[src/rtl/m68k_arb_pkg.sv]
// Shared definitions for the 68000 DMA bus arbiter: FSM states, default
// timing constants and the width of the holdoff/tenure counters.
package m68k_arb_pkg;

  localparam int CNT_W              = 10;
  localparam int DEF_MIN_CPU_CYCLES = 4;
  localparam int DEF_MAX_TENURE     = 1023;

  typedef enum logic [2:0] {
    ST_IDLE      = 3'd0,
    ST_REQ       = 3'd1,
    ST_WAIT_IDLE = 3'd2,
    ST_GRANT     = 3'd3,
    ST_RELEASE   = 3'd4
  } arb_state_e;

endpackage

[src/rtl/m68k_arb_counter.sv]
// Loadable down-counter that stops at zero and flags when it is there.
// Used as the CPU holdoff timer and, with the watchdog, as the tenure timer.
module m68k_arb_counter
  import m68k_arb_pkg::*;
#(
  parameter int W = CNT_W
) (
  input  logic         clk_i,
  input  logic         rst_n_i,
  input  logic         load_i,
  input  logic [W-1:0] load_val_i,
  input  logic         dec_i,
  output logic         zero_o
);

  logic [W-1:0] cnt_q;
  logic [W-1:0] cnt_d;

  // Load has priority; decrement saturates at zero.
  always_comb begin
    cnt_d = cnt_q;
    if (load_i) begin
      cnt_d = load_val_i;
    end else if (dec_i && (cnt_q != '0)) begin
      cnt_d = cnt_q - 1'b1;
    end
  end

  // Count register, cleared by reset.
  always_ff @(posedge clk_i or negedge rst_n_i) begin
    if (!rst_n_i) begin
      cnt_q <= '0;
    end else begin
      cnt_q <= cnt_d;
    end
  end

  assign zero_o = (cnt_q == '0);

endmodule

[src/rtl/m68k_bus_arbiter.sv]
// 68000 bus arbiter for a single DMA master. Requests the bus with BR_L,
// waits for the CPU grant and an idle bus, takes ownership with BGACK_L,
// then gives the CPU a guaranteed holdoff window after each DMA tenure.
// Optional tenure watchdog: define ARB_WATCHDOG_EN to bound a DMA tenure
// to MAX_TENURE GRANT cycles, pulsing Timeout_H on a forced release.
module m68k_bus_arbiter
  import m68k_arb_pkg::*;
#(
  parameter int MIN_CPU_CYCLES = DEF_MIN_CPU_CYCLES,
  parameter int MAX_TENURE     = DEF_MAX_TENURE
) (
  input  logic Clk,
  input  logic Reset_L,
  input  logic DMA_BR_L,
  input  logic CPU_BG_L,
  input  logic AS_L,
  input  logic Dtack_L,
  output logic BR_L,
  output logic BGACK_L,
  output logic CPU_DMA_Select,
  output logic DMA_Grant_H,
  output logic Timeout_H
);

  localparam logic [CNT_W-1:0] HOLD_LOAD = CNT_W'(MIN_CPU_CYCLES);

  arb_state_e state_q;
  logic       br_l_q;
  logic       bgack_l_q;
  logic       sel_q;
  logic       grant_q;

  logic       hold_zero;
  logic       hold_load;
  logic       rearm;
  logic       go_grant;
  logic       wd_fire;

  // Bus is free for DMA once the CPU has finished its current cycle.
  assign go_grant  = (state_q == ST_WAIT_IDLE) && !DMA_BR_L && AS_L && Dtack_L;
  assign hold_load = (state_q == ST_RELEASE);

  m68k_arb_counter #(.W(CNT_W)) u_holdoff (
    .clk_i      (Clk),
    .rst_n_i    (Reset_L),
    .load_i     (hold_load),
    .load_val_i (HOLD_LOAD),
    .dec_i      (1'b1),
    .zero_o     (hold_zero)
  );

`ifdef ARB_WATCHDOG_EN
  // Loaded with MAX_TENURE-1 so the zero flag is seen during the last
  // allowed GRANT cycle and the release lands after exactly MAX_TENURE cycles.
  localparam logic [CNT_W-1:0] TENURE_LOAD =
    (MAX_TENURE >= 1) ? CNT_W'(MAX_TENURE - 1) : '0;

  logic ten_zero;
  logic timeout_q;
  logic rearm_q;

  m68k_arb_counter #(.W(CNT_W)) u_tenure (
    .clk_i      (Clk),
    .rst_n_i    (Reset_L),
    .load_i     (go_grant),
    .load_val_i (TENURE_LOAD),
    .dec_i      (state_q == ST_GRANT),
    .zero_o     (ten_zero)
  );

  assign wd_fire   = (state_q == ST_GRANT) && !DMA_BR_L && ten_zero;
  assign rearm     = rearm_q;
  assign Timeout_H = timeout_q;

  // Watchdog pulse and re-arm: a forced release blocks new requests until
  // the DMA master is seen to drop its request.
  always_ff @(posedge Clk or negedge Reset_L) begin
    if (!Reset_L) begin
      timeout_q <= 1'b0;
      rearm_q   <= 1'b1;
    end else begin
      timeout_q <= wd_fire;
      if (wd_fire) begin
        rearm_q <= 1'b0;
      end else if (DMA_BR_L) begin
        rearm_q <= 1'b1;
      end
    end
  end
`else
  logic [CNT_W-1:0] unused_max_tenure;

  assign unused_max_tenure = CNT_W'(MAX_TENURE);
  assign wd_fire           = 1'b0;
  assign rearm             = 1'b1;
  assign Timeout_H         = 1'b0;
`endif

  // Arbitration FSM with registered bus-control outputs.
  always_ff @(posedge Clk or negedge Reset_L) begin
    if (!Reset_L) begin
      state_q   <= ST_IDLE;
      br_l_q    <= 1'b1;
      bgack_l_q <= 1'b1;
      sel_q     <= 1'b1;
      grant_q   <= 1'b0;
    end else begin
      case (state_q)
        ST_IDLE: begin
          if (!DMA_BR_L && hold_zero && rearm) begin
            state_q <= ST_REQ;
            br_l_q  <= 1'b0;
          end
        end
        ST_REQ: begin
          if (DMA_BR_L) begin
            state_q <= ST_IDLE;
            br_l_q  <= 1'b1;
          end else if (!CPU_BG_L) begin
            state_q <= ST_WAIT_IDLE;
          end
        end
        ST_WAIT_IDLE: begin
          if (DMA_BR_L) begin
            state_q <= ST_IDLE;
            br_l_q  <= 1'b1;
          end else if (go_grant) begin
            state_q   <= ST_GRANT;
            br_l_q    <= 1'b1;
            bgack_l_q <= 1'b0;
            sel_q     <= 1'b0;
            grant_q   <= 1'b1;
          end
        end
        ST_GRANT: begin
          if (DMA_BR_L || wd_fire) begin
            state_q   <= ST_RELEASE;
            bgack_l_q <= 1'b1;
            grant_q   <= 1'b0;
          end
        end
        ST_RELEASE: begin
          // Mux stays on DMA one extra cycle as bus turnaround.
          state_q <= ST_IDLE;
          sel_q   <= 1'b1;
        end
        default: begin
          state_q   <= ST_IDLE;
          br_l_q    <= 1'b1;
          bgack_l_q <= 1'b1;
          sel_q     <= 1'b1;
          grant_q   <= 1'b0;
        end
      endcase
    end
  end

  assign BR_L           = br_l_q;
  assign BGACK_L        = bgack_l_q;
  assign CPU_DMA_Select = sel_q;
  assign DMA_Grant_H    = grant_q;

endmodule
[config.mk]
export PLATFORM = sky130hd
export DESIGN_NAME = m68k_bus_arbiter
export DESIGN_NICKNAME = d
export VERILOG_FILES = /design/src/rtl/m68k_arb_pkg.sv /design/src/rtl/m68k_arb_counter.sv /design/src/rtl/m68k_bus_arbiter.sv
export SDC_FILE = /design/constraint.sdc
export NUM_CORES = 1
export LEC_CHECK = 0
export CORE_ASPECT_RATIO = 0.75
export CORE_MARGIN = 2
export CORE_UTILIZATION = 37
export DETAILED_ROUTE_END_ITERATION = 7
export GPL_ROUTABILITY_DRIVEN = 1
export SYNTH_ARGS = -nofsm -noshare
export SYNTH_HDL_FRONTEND = slang
export SYNTH_SLANG_ARGS = --single-unit
[constraint.sdc]
create_clock -name Clk -period 1.8 [get_ports Clk]
set_input_delay 0.27 -clock Clk [delete_from_list [all_inputs] [get_ports Clk]]
set_output_delay 0.27 -clock Clk [all_outputs]
set_load 0.03 [all_outputs]
==> flow_metrics.py <==
metrics = {
    "floorplanning": {
        "start_util_pct": 40.0,
        "design.core.area_um2": 2350,
        "fp.dieH_um": 47.6,
        "pin_count": 11,
        "die_w_um": 62.2,
        "dieArea_um2": 2960,
        "rows": 15,
    },
    "place": {
        "hpwlAfterDp_mm": 1.42,
        "placed_area_um2": 1100,
        "io_buffers": 9,
        "place_congestion": 0.759,
        "place_inst": 145,
    },
    "clock_tree": {
        "ctsHtreeMaxLevel": 1,
        "cts_tree": "done",
        "cts_sinks": 17,
        "cts_buffer_depth": 2,
        "worstSkewPairLatency_ns": 0.28,
        "clk_pin_slew_ns": 0.09,
        "numCtsBuffers": 3,
        "root_buffer": "clkbuf_4",
    },
    "status": {
        "violations": "negative setup slack",
        "outcome": "complete, but fails checks",
    },
    "worst_setup_path": {
        "rrSetupSlack_ns": -0.008,
        "critPathLaunchType": "flip-flop",
        "reg2reg_depth": 5,
        "critical_path_arrival_ns": 2.03,
        "critical_path_class": "reg2reg",
        "cp_data_required_time_ns": 2.02,
        "cp-end-kind": "flip-flop",
        "r2r-end": "u_holdoff.cnt_q[8]$_DFFE_PN0P_",
        "reg2reg_from": "u_holdoff.cnt_q[1]$_DFFE_PN0P_",
        "crit_fanout": 7,
    },
    "grt": {
        "overflow": 0,
        "grt_pass1_wl_mm": 3.46,
        "grt_util_all_layers_pct": 15.4,
        "antenna_found_initial": 0,
        "grt_max_degree": 18,
        "grt_pass1_vias": 770,
    },
    "route": {
        "final_antenna_net_count": 0,
        "met1Wirelength_mm": 1.03,
        "dr_wl_met3_um": 79,
        "met2WireLength_um": 940,
        "dr.pass1.iters": 4,
        "vias_per_cell": 5.31,
        "wire_per_inst_um": 13.3,
        "route.detailed.drc": 0,
        "vias": 818,
        "wl_mm": 2.05,
        "drt-initial-drc-count": 32,
        "route.top_layer_used": "met3",
    },
    "synth": {
        "synth_edf_count": 0,
        "syn_area_per_cell_um2": 9.20,
        "netlist_area_um2": 938,
        "ys_async_sr_fraction_pct": 100,
        "yosys.area.top_type": "dfrtp_1",
        "synth_common_cells": "dfrtp_1, a21oi_1, o21ai_0",
        "ys_types": 36,
        "ys_ff_latch": 17,
        "postSynthCellCount": 102,
        "synth_seq_area_share_pct": 45.7,
        "synth_nets": 109,
        "netlist.area_leader.share_pct": 37.3,
        "yosys_warnings": 0,
        "synth_ff_type": "dfrtp_1",
        "synth_area_leaders": "dfrtp_1, dfstp_2, a21oi_1, o21ai_0, or4_1",
        "yosysMostFrequentCell": "dfrtp_1",
    },
    "cells_and_area": {
        "n_antenna_cell": 0,
        "fillers": 234,
        "stdcell_area_um2": 1200,
        "nets": 128,
        "stdcell_count": 154,
        "drive_gt1_share_pct": 26.7,
        "synthToLayoutAreaGrowth_pct": 28.1,
    },
    "sta": {
        "maxSlewViolCount": 0,
        "setup_ws_ns": -0.00832,
        "fin_tns_setup_ns": -0.00832,
        "clock.fmax_mhz": 553,
        "period_minus_slack_ns": 1.81,
        "period_share_pct": 100,
        "setup_violations": 1,
        "rsz0062_at_grt": "true",
        "hold_viol": 0,
        "finClkSkew_ns": 0.00627,
    },
    "power": {
        "power_density_nw_per_um2": 1600,
        "p_leak_uw": 0.000526,
        "vdd_drop_max_v": 0.000588,
        "total_power_uw": 1920,
    },
    "run": {
        "max_cap_viol_count": 0,
    },
    "worst_hold_path": {
        "hold_path_class": "in2async",
    },
}
worst max path at each step:
stage                                         from  depth (start not counted)                              to
floorplan           u_holdoff.cnt_q[0]$_DFFE_PN0P_                          6  u_holdoff.cnt_q[8]$_DFFE_PN0P_
global placement    u_holdoff.cnt_q[0]$_DFFE_PN0P_                          5  u_holdoff.cnt_q[8]$_DFFE_PN0P_
detailed placement  u_holdoff.cnt_q[0]$_DFFE_PN0P_                          5  u_holdoff.cnt_q[8]$_DFFE_PN0P_
CTS                 u_holdoff.cnt_q[1]$_DFFE_PN0P_                          5  u_holdoff.cnt_q[8]$_DFFE_PN0P_
global route        u_holdoff.cnt_q[1]$_DFFE_PN0P_                          5  u_holdoff.cnt_q[8]$_DFFE_PN0P_
finish              u_holdoff.cnt_q[1]$_DFFE_PN0P_                          5  u_holdoff.cnt_q[8]$_DFFE_PN0P_
flip-flops by register name (all words and copies together), names as in the netlist:
name and count:
u_holdoff.cnt_q 10, state_q 3, BGACK_L 1, BR_L 1, CPU_DMA_Select 1, DMA_Grant_H 1
cell families (layout without fill, tap and decap cells):
logic type	count (synthesis)	after routing	share of synthesized area (%)
AOI/OAI and AO/OA	28	28	18.0
adders and majority gates	1	1	1.33
buffers and inverters	14	32	6.13
muxes	3	3	3.33
and+or+nand+nor	38	38	25.1
DFF	17	17	45.7
other	1	1	0.400
stage by stage:
stage	setup slack, ns	hold slack, ns	util, %
2_1_floorplan	-0.0285	-0.0256	-
6_report	-0.00832	0.294	51.3
3_5_place_dp	-0.117	0.476	46.9
4_1_cts	-0.0396	0.290	50.0
5_1_grt	-0.0604	0.315	51.3
3_3_place_gp	-0.0787	0.471	46.9
cells in the final DEF (no fill, tap or decap), types with 2 or more instances in the layout:
master | Yosys | routed
dlymetal6s2s_1 | 0 | 3
buf_4 | 1 | 14
or4_1 | 4 | 3
a211oi_1 | 2 | 2
o21a_1 | 2 | 2
or3_1 | 3 | 3
mux2i_1 | 2 | 2
o21ai_0 | 8 | 7
o31ai_1 | 2 | 2
nor4_1 | 4 | 4
nand3_1 | 2 | 2
or2_2 | 2 | 2
inv_2 | 0 | 2
a21oi_1 | 9 | 8
clkbuf_4 | 0 | 3
inv_1 | 5 | 3
nand2_1 | 6 | 6
dfrtp_1 | 14 | 14
nor3b_1 | 2 | 2
nor2_1 | 4 | 4
clkdlybuf4s50_1 | 0 | 6
dfstp_2 | 3 | 3
nor3_1 | 4 | 4
report_power, final:
group | switching (uW) | internal (uW)
clock network | 111 | 86.1
logic | 518 | 501
registers | 132 | 572
layout make-up:
class                   count  area [um2]  area share, %
well taps                  34        42.5           3.54
multi-input cells          71         483           40.2
flip-flops and latches     17         429           35.7
clock buffers               4        26.3           2.19
inverters                   5        18.8           1.56
repair buffers             23         203           16.9
critical path, stage by stage (launching register included):
cell and delay (ns):
dfrtp_1 0.41, inv_2 0.09, ha_4 0.13, or4b_4 0.51, or4_4 0.50, a21oi_2 0.12
what timing repair did:
action / CTS / global route
setup endpoints to repair: 5 / 9
hold buffers: 0 / 0
pin swaps: 3 / 1
resized for setup: 5 / 8
setup buffers: 4 / 1
metal layers:
layer  GRT usage, %  up-vias
met1           20.9      399
met5              0        -
met3           5.18        0
met2           25.0       11
li1               -      408
met4           2.67        0
Note: power is estimated with default switching activity, not from simulation.
